<file path="config.mk">
export PLATFORM = sky130hd
export DESIGN_NAME = vip_frame_stream_gen
export DESIGN_NICKNAME = d
export VERILOG_FILES = /design/src/rtl/vip_stream_pkg.sv /design/src/rtl/vip_timing_counter.sv /design/src/rtl/vip_frame_stream_gen.sv
export SDC_FILE = /design/constraint.sdc
export NUM_CORES = 1
export LEC_CHECK = 0
export BUFFER_PORTS_ARGS = -buffer_cell sky130_fd_sc_hd__buf_2
export CAP_MARGIN = 20
export CORE_ASPECT_RATIO = 0.5
export CORE_MARGIN = 3
export CORE_UTILIZATION = 42
export DETAILED_ROUTE_END_ITERATION = 12
export PLACE_DENSITY = 0.61
export SKIP_CTS_REPAIR_TIMING = 1
export SYNTH_ARGS = -nofsm -noshare
export SYNTH_HDL_FRONTEND = slang
export SYNTH_SLANG_ARGS = --single-unit
</file>
<file path="constraint.sdc">
create_clock -name clk -period 3.85 [get_ports clk]
set_input_delay 0.1925 -clock clk [delete_from_list [all_inputs] [get_ports clk]]
set_output_delay 0.1925 -clock clk [all_outputs]
set_load 0.01 [all_outputs]
</file>
<file path="src/rtl/vip_stream_pkg.sv">
// -----------------------------------------------------------------------------
// vip_stream_pkg
// Shared definitions for the VIP frame-stream generator:
//   - pattern-select encodings driven on pattern_sel
//   - FSM state type of the generator
//   - flat-field grey level
//   - cnt_width(): counter width needed to hold 0..n-1 (never below 1 bit)
// -----------------------------------------------------------------------------
package vip_stream_pkg;

  localparam logic [1:0] PAT_HRAMP = 2'd0;
  localparam logic [1:0] PAT_VRAMP = 2'd1;
  localparam logic [1:0] PAT_CHECK = 2'd2;
  localparam logic [1:0] PAT_FLAT  = 2'd3;

  localparam logic [7:0] FLAT_LEVEL = 8'h80;

  typedef enum logic {
    ST_IDLE = 1'b0,
    ST_RUN  = 1'b1
  } gen_state_t;

  function automatic int cnt_width(input int n);
    return (n > 1) ? $clog2(n) : 1;
  endfunction

endpackage

</file>
<file path="src/rtl/vip_timing_counter.sv">
// -----------------------------------------------------------------------------
// vip_timing_counter
// Raster position counters for the frame-stream generator.
//   h : 0..H_TOTAL-1, advances every cycle while run=1
//   v : 0..V_TOTAL-1, advances when h wraps
//   d : 0..CLKEN_DIV-1, pixel-phase divider, runs only inside the active
//       part of a line and restarts at h=0
//   x : 0..IMG_H-1, pixel index, steps once per completed pixel period
// While run=0 every counter is held at 0, so the next run starts a fresh
// frame at (0,0).
// Ports:
//   clk, rst        clock, asynchronous active-high reset
//   run             advance counters (generator in RUN)
//   h_cnt/v_cnt     raster position
//   d_cnt/x_cnt     pixel phase and pixel index
//   in_act          h is inside the active part of the line
//   frame_end       final position of the frame (last h of last line)
// -----------------------------------------------------------------------------
module vip_timing_counter
  import vip_stream_pkg::*;
#(
  parameter int IMG_H     = 640,
  parameter int CLKEN_DIV = 2,
  parameter int H_ACT     = IMG_H * CLKEN_DIV,
  parameter int H_TOTAL   = H_ACT + 16,
  parameter int V_TOTAL   = 486,
  parameter int HW        = cnt_width(H_TOTAL),
  parameter int VW        = cnt_width(V_TOTAL),
  parameter int DW        = cnt_width(CLKEN_DIV),
  parameter int XW        = cnt_width(IMG_H)
) (
  input  logic          clk,
  input  logic          rst,
  input  logic          run,
  output logic [HW-1:0] h_cnt,
  output logic [VW-1:0] v_cnt,
  output logic [DW-1:0] d_cnt,
  output logic [XW-1:0] x_cnt,
  output logic          in_act,
  output logic          frame_end
);

  localparam logic [HW-1:0] H_LAST  = HW'(H_TOTAL - 1);
  localparam logic [HW-1:0] H_ACT_W = HW'(H_ACT);
  localparam logic [VW-1:0] V_LAST  = VW'(V_TOTAL - 1);
  localparam logic [DW-1:0] D_LAST  = DW'(CLKEN_DIV - 1);
  localparam logic [XW-1:0] X_LAST  = XW'(IMG_H - 1);

  logic [HW-1:0] h_reg;
  logic [VW-1:0] v_reg;
  logic [DW-1:0] d_reg;
  logic [XW-1:0] x_reg;
  logic          line_end;

  assign line_end  = (h_reg == H_LAST);
  assign frame_end = line_end && (v_reg == V_LAST);
  assign in_act    = (h_reg < H_ACT_W);

  always_ff @(posedge clk or posedge rst) begin
    if (rst) begin
      h_reg <= '0;
      v_reg <= '0;
      d_reg <= '0;
      x_reg <= '0;
    end else if (!run) begin
      h_reg <= '0;
      v_reg <= '0;
      d_reg <= '0;
      x_reg <= '0;
    end else if (line_end) begin
      h_reg <= '0;
      d_reg <= '0;
      x_reg <= '0;
      v_reg <= frame_end ? '0 : v_reg + VW'(1);
    end else begin
      h_reg <= h_reg + HW'(1);
      if (in_act) begin
        // H_ACT is a whole number of pixel periods, so d returns to 0
        // exactly as the active region ends.
        d_reg <= (d_reg == D_LAST) ? '0 : d_reg + DW'(1);
        // x keeps the index of the pixel strobed at d=0 for the whole period
        if (d_reg == D_LAST) begin
          x_reg <= (x_reg == X_LAST) ? '0 : x_reg + XW'(1);
        end
      end
    end
  end

  assign h_cnt = h_reg;
  assign v_cnt = v_reg;
  assign d_cnt = d_reg;
  assign x_cnt = x_reg;

endmodule

</file>
<file path="src/rtl/vip_frame_stream_gen.sv">
// -----------------------------------------------------------------------------
// vip_frame_stream_gen
// Test-pattern frame source producing the VIP pixel-stream protocol
// (vsync / href / clken / 8-bit Y) for the filter chain during bring-up.
// Frame layout: VS_LINES vsync lines, V_BLANK blank lines, IMG_V active
// lines; every line is IMG_H*CLKEN_DIV active cycles plus H_BLANK blank.
// All outputs are registered from the counter state and lag it by 1 cycle.
// Ports:
//   clk, rst          clock, asynchronous active-high reset
//   enable            run request (a started frame always completes)
//   pattern_sel       0 h-ramp, 1 v-ramp, 2 checker, 3 flat 0x80;
//                     sampled at the first position of each frame
//   per_frame_vsync   frame sync
//   per_frame_href    active-line window
//   per_frame_clken   pixel strobe
//   per_img_Y         pixel value, updated on clken, held otherwise
//   frame_done        pulse on the last cycle of each frame
//   busy              generator running
//   frame_cnt         (VIP_FRAME_GEN_SCROLL_EN only) completed-frame count
// Build option: define VIP_FRAME_GEN_SCROLL_EN to add frame_cnt and scroll
// the ramp patterns by frame_cnt[7:0] each frame.
// -----------------------------------------------------------------------------
module vip_frame_stream_gen
  import vip_stream_pkg::*;
#(
  parameter int IMG_H     = 640,
  parameter int IMG_V     = 480,
  parameter int H_BLANK   = 16,
  parameter int VS_LINES  = 2,
  parameter int V_BLANK   = 4,
  parameter int CLKEN_DIV = 2
) (
  input  logic        clk,
  input  logic        rst,
  input  logic        enable,
  input  logic [1:0]  pattern_sel,
  output logic        per_frame_vsync,
  output logic        per_frame_href,
  output logic        per_frame_clken,
  output logic [7:0]  per_img_Y,
  output logic        frame_done,
  output logic        busy
`ifdef VIP_FRAME_GEN_SCROLL_EN
  ,
  output logic [15:0] frame_cnt
`endif
);

  localparam int H_ACT   = IMG_H * CLKEN_DIV;
  localparam int H_TOTAL = H_ACT + H_BLANK;
  localparam int V_ACT0  = VS_LINES + V_BLANK;
  localparam int V_TOTAL = V_ACT0 + IMG_V;

  localparam int HW = cnt_width(H_TOTAL);
  localparam int VW = cnt_width(V_TOTAL);
  localparam int DW = cnt_width(CLKEN_DIV);
  localparam int XW = cnt_width(IMG_H);

  localparam logic [VW-1:0] VS_END = VW'(VS_LINES);
  localparam logic [VW-1:0] V_ACT0_W = VW'(V_ACT0);

  gen_state_t    state_reg;
  logic [1:0]    pat_reg;
  logic          vsync_reg;
  logic          href_reg;
  logic          clken_reg;
  logic [7:0]    pix_reg;
  logic          frame_done_reg;
  logic          busy_reg;

  logic [HW-1:0] h_cnt;
  logic [VW-1:0] v_cnt;
  logic [DW-1:0] d_cnt;
  logic [XW-1:0] x_cnt;
  logic          in_act;
  logic          frame_end;

  vip_timing_counter #(
    .IMG_H     (IMG_H),
    .CLKEN_DIV (CLKEN_DIV),
    .H_ACT     (H_ACT),
    .H_TOTAL   (H_TOTAL),
    .V_TOTAL   (V_TOTAL),
    .HW        (HW),
    .VW        (VW),
    .DW        (DW),
    .XW        (XW)
  ) u_timing (
    .clk       (clk),
    .rst       (rst),
    .run       (state_reg == ST_RUN),
    .h_cnt     (h_cnt),
    .v_cnt     (v_cnt),
    .d_cnt     (d_cnt),
    .x_cnt     (x_cnt),
    .in_act    (in_act),
    .frame_end (frame_end)
  );

  // ---------------------------------------------------------------------------
  // Timing decode and pixel value from the current counter state
  // ---------------------------------------------------------------------------
  logic          vsync_c;
  logic          href_c;
  logic          clken_c;
  logic          frame_start;
  logic [VW-1:0] y_cnt;
  logic [7:0]    x8;
  logic [7:0]    y8;
  logic [7:0]    scroll_off;
  logic [7:0]    pix_c;

  assign vsync_c     = (v_cnt < VS_END);
  assign href_c      = (v_cnt >= V_ACT0_W) && in_act;
  assign clken_c     = href_c && (d_cnt == '0);
  assign frame_start = (h_cnt == '0) && (v_cnt == '0);

  // Only meaningful inside href, where v >= V_ACT0 so no underflow occurs.
  assign y_cnt = v_cnt - V_ACT0_W;
  assign x8    = 8'(x_cnt);
  assign y8    = 8'(y_cnt);

`ifdef VIP_FRAME_GEN_SCROLL_EN
  logic [15:0] frame_cnt_reg;
  assign scroll_off = frame_cnt_reg[7:0];
  assign frame_cnt  = frame_cnt_reg;
`else
  assign scroll_off = 8'h00;
`endif

  always_comb begin
    pix_c = FLAT_LEVEL;
    case (pat_reg)
      PAT_HRAMP: pix_c = x8 + scroll_off;
      PAT_VRAMP: pix_c = y8 + scroll_off;
      PAT_CHECK: pix_c = (x8[3] ^ y8[3]) ? 8'hFF : 8'h00;
      default:   pix_c = FLAT_LEVEL;
    endcase
  end

  // ---------------------------------------------------------------------------
  // FSM with registered outputs
  // ---------------------------------------------------------------------------
  always_ff @(posedge clk or posedge rst) begin
    if (rst) begin
      state_reg      <= ST_IDLE;
      pat_reg        <= PAT_HRAMP;
      vsync_reg      <= 1'b0;
      href_reg       <= 1'b0;
      clken_reg      <= 1'b0;
      pix_reg        <= 8'h00;
      frame_done_reg <= 1'b0;
      busy_reg       <= 1'b0;
`ifdef VIP_FRAME_GEN_SCROLL_EN
      frame_cnt_reg  <= 16'h0000;
`endif
    end else begin
      case (state_reg)
        ST_IDLE: begin
          // Counters sit at (0,0) here, which would decode as vsync, so the
          // outputs are forced low instead of decoded.
          vsync_reg      <= 1'b0;
          href_reg       <= 1'b0;
          clken_reg      <= 1'b0;
          pix_reg        <= 8'h00;
          frame_done_reg <= 1'b0;
          busy_reg       <= 1'b0;
          if (enable) begin
            state_reg <= ST_RUN;
          end
        end
        ST_RUN: begin
          vsync_reg      <= vsync_c;
          href_reg       <= href_c;
          clken_reg      <= clken_c;
          frame_done_reg <= frame_end;
          busy_reg       <= 1'b1;
          if (clken_c) begin
            pix_reg <= pix_c;
          end
          // The first active line is never at v=0, so the pattern latched
          // here is in place before any pixel of this frame is produced.
          if (frame_start) begin
            pat_reg <= pattern_sel;
          end
          if (frame_end) begin
`ifdef VIP_FRAME_GEN_SCROLL_EN
            frame_cnt_reg <= frame_cnt_reg + 16'd1;
`endif
            if (!enable) begin
              state_reg <= ST_IDLE;
            end
          end
        end
        default: begin
          state_reg <= ST_IDLE;
        end
      endcase
    end
  end

  assign per_frame_vsync = vsync_reg;
  assign per_frame_href  = href_reg;
  assign per_frame_clken = clken_reg;
  assign per_img_Y       = pix_reg;
  assign frame_done      = frame_done_reg;
  assign busy            = busy_reg;

endmodule

</file>
==> key figures, run 1 <==
STA
  – Tcrit/Tclk final: 0.656
  – Worst slew margin: 0.477
  – Unrepaired setup endpoints after global routing: no
  – Endpoints failing hold: 0
  – Clk_skew: 6.16 ps
  – Worst-Margin Slew: 780 ps
  – Final hold slack: 91.5 ps
  – Final setup vio count: 0
  – Slew Viols, Final: 0
  – FMAX: 396 MHz
  – Tmin final: 2520 ps
  – Setup TNS: 0 ps

Floorplan
  – Die W: 115 um
  – Core footprint: 5630 um2
  – Die H: 60.7 um
  – I/O pins: 18
  – Initial Util: 0.447
  – Die footprint: 7010 um2
  – Cell Rows: 19

Placed design
  – DP HPWL: 3620 um
  – I/O Buffers: 17
  – GP Congestion: 0.782

Clock network
  – Clock sink total: 47
  – Clk pin slew, worst setup/hold paths: 60 ps
  – Clock root buffer: clkbuf_16
  – Clk_lat worst skew: 280 ps
  – CTS Buf Count: 5
  – Total number of H-tree levels: 2
  – CTS tree: done
  – Max clock buf depth: 2

Synth
  – Mux contribution to synthesized area: 0.0368
  – Synth Cell Area: 2520 um2
  – Ys async rst share: 1.00
  – Most frequent cells after synthesis: 47 x dfrtp_1, 23 x nand2_1, 23 x nor2_1
  – Synthesized net count: 278
  – Seq cells post-synth: 47
  – Yosys top cell by area: dfrtp_1
  – Sequential fraction of the synthesis area: 0.467
  – Largest family of logic cells by synthesized area: simple AND/OR/NAND/NOR gates
  – Compound-Gate Fraction of Synth Area: 0.124
  – Most frequent cell after synthesis: dfrtp_1
  – Top-area cell type share of the netlist area: 0.467
  – Post-synth top flop: dfrtp_1
  – Simple-gate area share of the yosys netlist: 0.225
  – Mapped Avg Cell Area: 9.49 um2
  – Xor and xnor fraction of the mapped netlist area: 0.0696
  – Synthesized netlist cell count: 265
  – Distinct cell type count of the synthesized netlist: 43
  – Post-synth EDFFs: 0
  – Yosys warning count: 0
  – Post-Synth Adder-Cell Area: 0.0398
  – Area contributors post-synth: dfrtp_1 47%, xor2_1 4.2%, ha_1 4.0%, nand2_1 3.4%, nor2_1 3.4%

Run
  – Max Cap Viol: 0

Power and ir drop
  – Cell internal pwr: 0.972 mW
  – Comb pwr share: 0.216
  – Clock share of power: 0.290
  – Max VDD drop: 0.000203 V
  – NetSw: 0.446 mW
  – Sequential power share: 0.494
  – Sw Ratio: 0.314
  – Pwr per Cell Area: 504 nW/um2
  – Leak: 1.27 nW

Critical path
  – Critical path data arrival time: 2660 ps
  – CP max FO: 20
  – Worst endpoint required time: 3990 ps
  – CP Launch Type: register
  – WS Path Type: register to register
  – Crit end category: register

Layout
  – Multi-input logic area: 1240 um2
  – Layout area overhead: 11.7%
  – Layout cells sized above 1: 0.119
  – Register area: 1180 um2
  – Number of flip-flops in the largest register: 11
  – Fillers: 530
  – Diodes inserted: 0
  – Nets: 290

Status
  – Status: finished clean

Route
  – Post-Route WL: 5200 um
  – Routed Antenna Nets: 0
  – Via count: 1925
  – Avg WL per Cell: 14.8 um
  – DRC marker count from the first detailed-route iteration: 109
  – DRC: 0
  – Via density per instance: 5.48
  – Drt first pass iters: 4

Worst hold path
  – Hold WC Path Type: input pin to register

Global route
  – All-Layer GR Usage: 0.161
  – Antenna violations before repair: 0
  – Grt ovf: 0
  – Largest net degree at the start of global routing: 48
  – Vias in the first global route: 1757
  – First-pass GRT wire length: 8690 um
## path summary, 6_finish.rpt
| path | start | cells after the start | slack [ps] | endpoint |
|---|---|---|---|---|
| max in group asynchronous | rst | 4 | 2980 | state_reg$_DFF_PP0_ |
| max | u_timing.h_cnt[5]$_DFF_PP0_ | 4 | 1330 | u_timing.d_cnt$_DFFE_PP0P_ |
| min | enable | 2 | 90 | state_reg$_DFF_PP0_ |
| min in group asynchronous | rst | 3 | 390 | u_timing.x_cnt[9]$_DFFE_PP0P_ |
| min reg2reg | u_timing.h_cnt[0]$_DFF_PP0_ | 1 | 490 | u_timing.h_cnt[0]$_DFF_PP0_ |
| max reg2reg | u_timing.h_cnt[5]$_DFF_PP0_ | 4 | 1330 | u_timing.d_cnt$_DFFE_PP0P_ |
## routing by layer
| layer | wire length [um] | track usage | vias to the layer above |
|---|---|---|---|
| met5 | 0 | 0 | - |
| met4 | 40 | 0.0502 | 0 |
| met3 | 253 | 0.0369 | 5 |
| met2 | 2220 | 0.233 | 41 |
| met1 | 2680 | 0.239 | 925 |
| li1 | - | - | 954 |
## stage by stage
stage | util | setup WS (ps) | area [um2] | instances | total power, mW
global placement | 0.469 | 1370 | 2640 | 341 | 0.996
detailed placement | 0.469 | 1330 | 2640 | 341 | 1.01
finish | 0.499 | 1330 | 2810 | 351 | 1.42
CTS | 0.493 | 1320 | 2780 | 349 | 1.42
floorplan | - | 1720 | 2520 | 265 | 0.936
global route | 0.499 | 1150 | 2810 | 351 | 1.51
## placed cells by master (no fill, tap or decap), types with 6 or more instances in the layout
cell type  synthesis  routed
xnor2_1            8       8
nor3_1             6       6
nor2_1            23      23
xor2_1            12      12
a22o_1             8       8
a21oi_1           10      10
dfrtp_1           47      47
nand4_1            6       6
mux2i_1            7       7
nand2_1           23      23
buf_2              4      17
ha_1               8       8
o21ai_0           17      17
nand3_1           13      13
inv_1              8       7
## critical path: stages, from the launching register on
cell,delay [ps]
dfrtp_1,420
or4_4,560
or4_1,670
nand2_1,590
nor3_1,140
## area by class of cell
cell class | instances | area share
Timing Repair Buffer | 21 | 0.0463
Sequential cell | 47 | 0.419
Tap cell | 73 | 0.0325
Multi-Input combinational cell | 194 | 0.443
Inverter | 8 | 0.0107
Clock inverter | 1 | 0.00178
Clock buffer | 7 | 0.0472
## power groups by stage
stage / Clock (mW) / Combinational (mW) / Sequential [mW]
2_1_floorplan: 0 / 0.297 / 0.639
3_3_place_gp: 0 / 0.294 / 0.702
3_5_place_dp: 0 / 0.300 / 0.705
4_1_cts: 0.421 / 0.304 / 0.698
5_1_grt: 0.445 / 0.350 / 0.719
6_report: 0.411 / 0.306 / 0.700
## cells by family after synthesis
| logic type | count (synthesis) |
|---|---|
| flops | 47 |
| buf+inv | 24 |
| simple gates | 108 |
| compound gates | 49 |
| fa+ha+maj | 8 |
| xor+xnor | 20 |
| mux | 9 |
Power figures use the tool's default switching activity.
==> run 2, diff against run 1 <==
clock period = 2.4 ns   (was 3.85 ns; I/O delays follow)
==> run 2 against run 1 <==
  * First-iteration DRC count down 5.5%
  * Largest cell class unchanged
  * Critical path type unchanged
  * Clock skew down 4.0 ps
  * Clock-buffer cell count down 1
==> key figures, run 2 (synthesis gave the netlist of run 1 again) <==
Route
  – Routed Antenna Nets: 0 (unchanged)
  – Via count: 1946 (was 1925)
  – Via density per instance: 5.42 (was 5.48)
  – Post-Route WL: 5220 um (was 5200 um)
  – DRC: 0 (unchanged)
  – Avg WL per Cell: 14.5 um (was 14.8 um)
  – Drt first pass iters: 5 (was 4)
  – DRC marker count from the first detailed-route iteration: 103 (was 109)

Power and ir drop
  – NetSw: 0.717 mW (was 0.446 mW)
  – Tot Pwr: 2.30 mW (was 1.42 mW)
  – Pwr per Cell Area: 794 nW/um2 (was 504 nW/um2)
  – Cell internal pwr: 1.58 mW (was 0.972 mW)
  – Comb pwr share: 0.212 (was 0.216)
  – Leak: 1.32 nW (was 1.27 nW)
  – Max VDD drop: 0.000306 V (was 0.000203 V)
  – Clock share of power: 0.297 (was 0.290)
  – Sw Ratio: 0.312 (was 0.314)
  – Sequential power share: 0.491 (was 0.494)

Clock network
  – Max clock buf depth: 2 (unchanged)
  – CTS tree: done (unchanged)
  – Clock root buffer: clkbuf_16 (unchanged)
  – Clk_lat worst skew: 280 ps (about the same)
  – CTS Buf Count: 5 (unchanged)
  – Clock sink total: 47 (unchanged)
  – Clk pin slew, worst setup/hold paths: 60 ps (about the same)
  – Total number of H-tree levels: 2 (unchanged)

Layout
  – Commonest cells after routing, fill and taps aside: 47 x dfrtp_1, 23 x nand2_1, 23 x nor2_1 (unchanged)
  – Layout area overhead: 15.0% (was 11.7%)
  – Nets: 299 (was 290)
  – Number of flip-flops in the largest register: 11 (unchanged)
  – Commonest non-fill, non-tap cell in the layout: dfrtp_1 (unchanged)
  – Layout cells sized above 1: 0.157 (was 0.119)
  – Diodes inserted: 0 (unchanged)

STA
  – Worst slew margin: 0.620 (was 0.477)
  – Tcrit/Tclk final: 0.919 (was 0.656)
  – Endpoints failing hold: 0 (unchanged)
  – Unrepaired setup endpoints after global routing: no (unchanged)
  – Worst-Margin Slew: 562 ps (was 780 ps)
  – Slew Viols, Final: 0 (unchanged)
  – Final hold slack: 12.6 ps (was 91.5 ps)
  – Clk_skew: 2.12 ps (was 6.16 ps)
  – Setup TNS: 0 ps (unchanged)
  – Tmin final: 2200 ps (was 2520 ps)
  – FMAX: 454 MHz (was 396 MHz)
  – Final setup vio count: 0 (unchanged)

Floorplan
  – Cell Rows: 19 (unchanged)
  – Core footprint: 5630 um2 (unchanged)
  – Die H: 60.7 um (unchanged)
  – Die footprint: 7010 um2 (unchanged)
  – Initial Util: 0.447 (unchanged)
  – Die W: 115 um (unchanged)
  – I/O pins: 18 (unchanged)

Critical path
  – Slowest CP cell: dfrtp_1 (was or4_1)
  – Worst reg2reg path startpoint: u_timing.v_cnt[1]$_DFFE_PP0P_ (was u_timing.h_cnt[5]$_DFF_PP0_)
  – Critical path data arrival time: 2370 ps (was 2660 ps)
  – Crit end category: register (unchanged)
  – WS Path Type: register to register (unchanged)
  – Worst-case reg-to-reg path depth: 7 (was 4)
  – Cell family with most CP delay: simple AND/OR/NAND/NOR gates (unchanged)
  – CP Buf/Inv Count: 1 (was 0)
  – Worst R2R Setup Slack: 200 ps (was 1330 ps)
  – CP max FO: 6 (was 20)
  – Worst endpoint required time: 2570 ps (was 3990 ps)
  – CP max stage delay: 450 ps (was 670 ps)
  – CP Launch Type: register (unchanged)
  – Ordered list of cells on the worst path: inv_1, ha_1, nand4bb_1, nor4_1, nand4_1, nor3_1, mux2_2 (was or4_4, or4_1, nand2_1, nor3_1)
  – R2R Path End: pat_reg[1]$_DFFE_PP0P_ (was u_timing.d_cnt$_DFFE_PP0P_)

Worst hold path
  – Hold Path Origin: enable (unchanged)
  – Hold-critical path depth: 2 (unchanged)
  – Sink of the worst hold path: state_reg$_DFF_PP0_ (unchanged)
  – Hold WC Path Type: input pin to register (unchanged)

Global route
  – All-Layer GR Usage: 0.159 (was 0.161)
  – First-pass GRT wire length: 8600 um (was 8690 um)
  – Grt ovf: 0 (unchanged)
  – Largest net degree at the start of global routing: 27 (was 48)
  – Antenna violations before repair: 0 (unchanged)
  – Vias in the first global route: 1721 (was 1757)

Placed design
  – GP Congestion: 0.831 (was 0.782)
  – DP HPWL: 3780 um (was 3620 um)
  – I/O Buffers: 17 (unchanged)

Run
  – Max Cap Viol: 0 (unchanged)

Status
  – Status: finished clean (unchanged)
-- run 2: layout make-up --
type,count,area (um2)
fill,526,2740
multi-input combinational,194,1250
sequential,47,1180
timing repair buffer,30,198
clock buffer,6,139
tap,73,91.3
inverter,8,30.0
clock inverter,1,5.00
-- run 2: stage by stage --
| stage | std cells | cell area [um2] | setup slack [ps] | utilization |
|---|---|---|---|---|
| after floorplan | 265 | 2520 | 270 | - |
| after global placement | 351 | 2730 | 172 | 0.485 |
| after detailed placement | 351 | 2730 | 96.8 | 0.485 |
| after CTS | 358 | 2870 | 83.5 | 0.510 |
| after global routing | 359 | 2890 | 50.3 | 0.513 |
| final | 359 | 2890 | 195 | 0.513 |
-- run 2: worst register-to-register path, delay by kind of cell, from the launching register on --
family | cells | cell delay (ps)
AND/OR/NAND/NOR | 4 | 920
flip-flops | 1 | 450
multiplexers | 1 | 380
buffers and inverters | 1 | 180
adder cells (fa/ha/maj) | 1 | 180
-- run 2: power groups by stage --
stage | Combinational [mW] | Sequential [mW] | Clock, mW
4_1_cts | 0.489 | 1.12 | 0.698
3_3_place_gp | 0.477 | 1.13 | 0
3_5_place_dp | 0.489 | 1.13 | 0
2_1_floorplan | 0.477 | 1.02 | 0
6_report | 0.487 | 1.13 | 0.683
5_1_grt | 0.558 | 1.15 | 0.735
-- run 2: worst max-delay path by stage --
stage	end	from	depth (start not counted)
final	pat_reg[1]$_DFFE_PP0P_	u_timing.v_cnt[1]$_DFFE_PP0P_	7
after CTS	u_timing.v_cnt[7]$_DFFE_PP0P_	u_timing.h_cnt[5]$_DFF_PP0_	4
after global routing	pat_reg[0]$_DFFE_PP0P_	u_timing.v_cnt[1]$_DFFE_PP0P_	7
after floorplan	u_timing.v_cnt[7]$_DFFE_PP0P_	u_timing.h_cnt[5]$_DFF_PP0_	5
after detailed placement	u_timing.v_cnt[7]$_DFFE_PP0P_	u_timing.h_cnt[5]$_DFF_PP0_	4
after global placement	u_timing.v_cnt[7]$_DFFE_PP0P_	u_timing.h_cnt[5]$_DFF_PP0_	4
-- run 2: per-layer routing --
| metal | GRT usage | part of all wire | up-vias |
|---|---|---|---|
| met2 | 0.229 | 0.42 | 32 |
| met1 | 0.241 | 0.54 | 930 |
| li1 | - | - | 977 |
| met3 | 0.0359 | 0.035 | 7 |
| met5 | 0 | 0 | - |
| met4 | 0.0452 | 0.0098 | 0 |
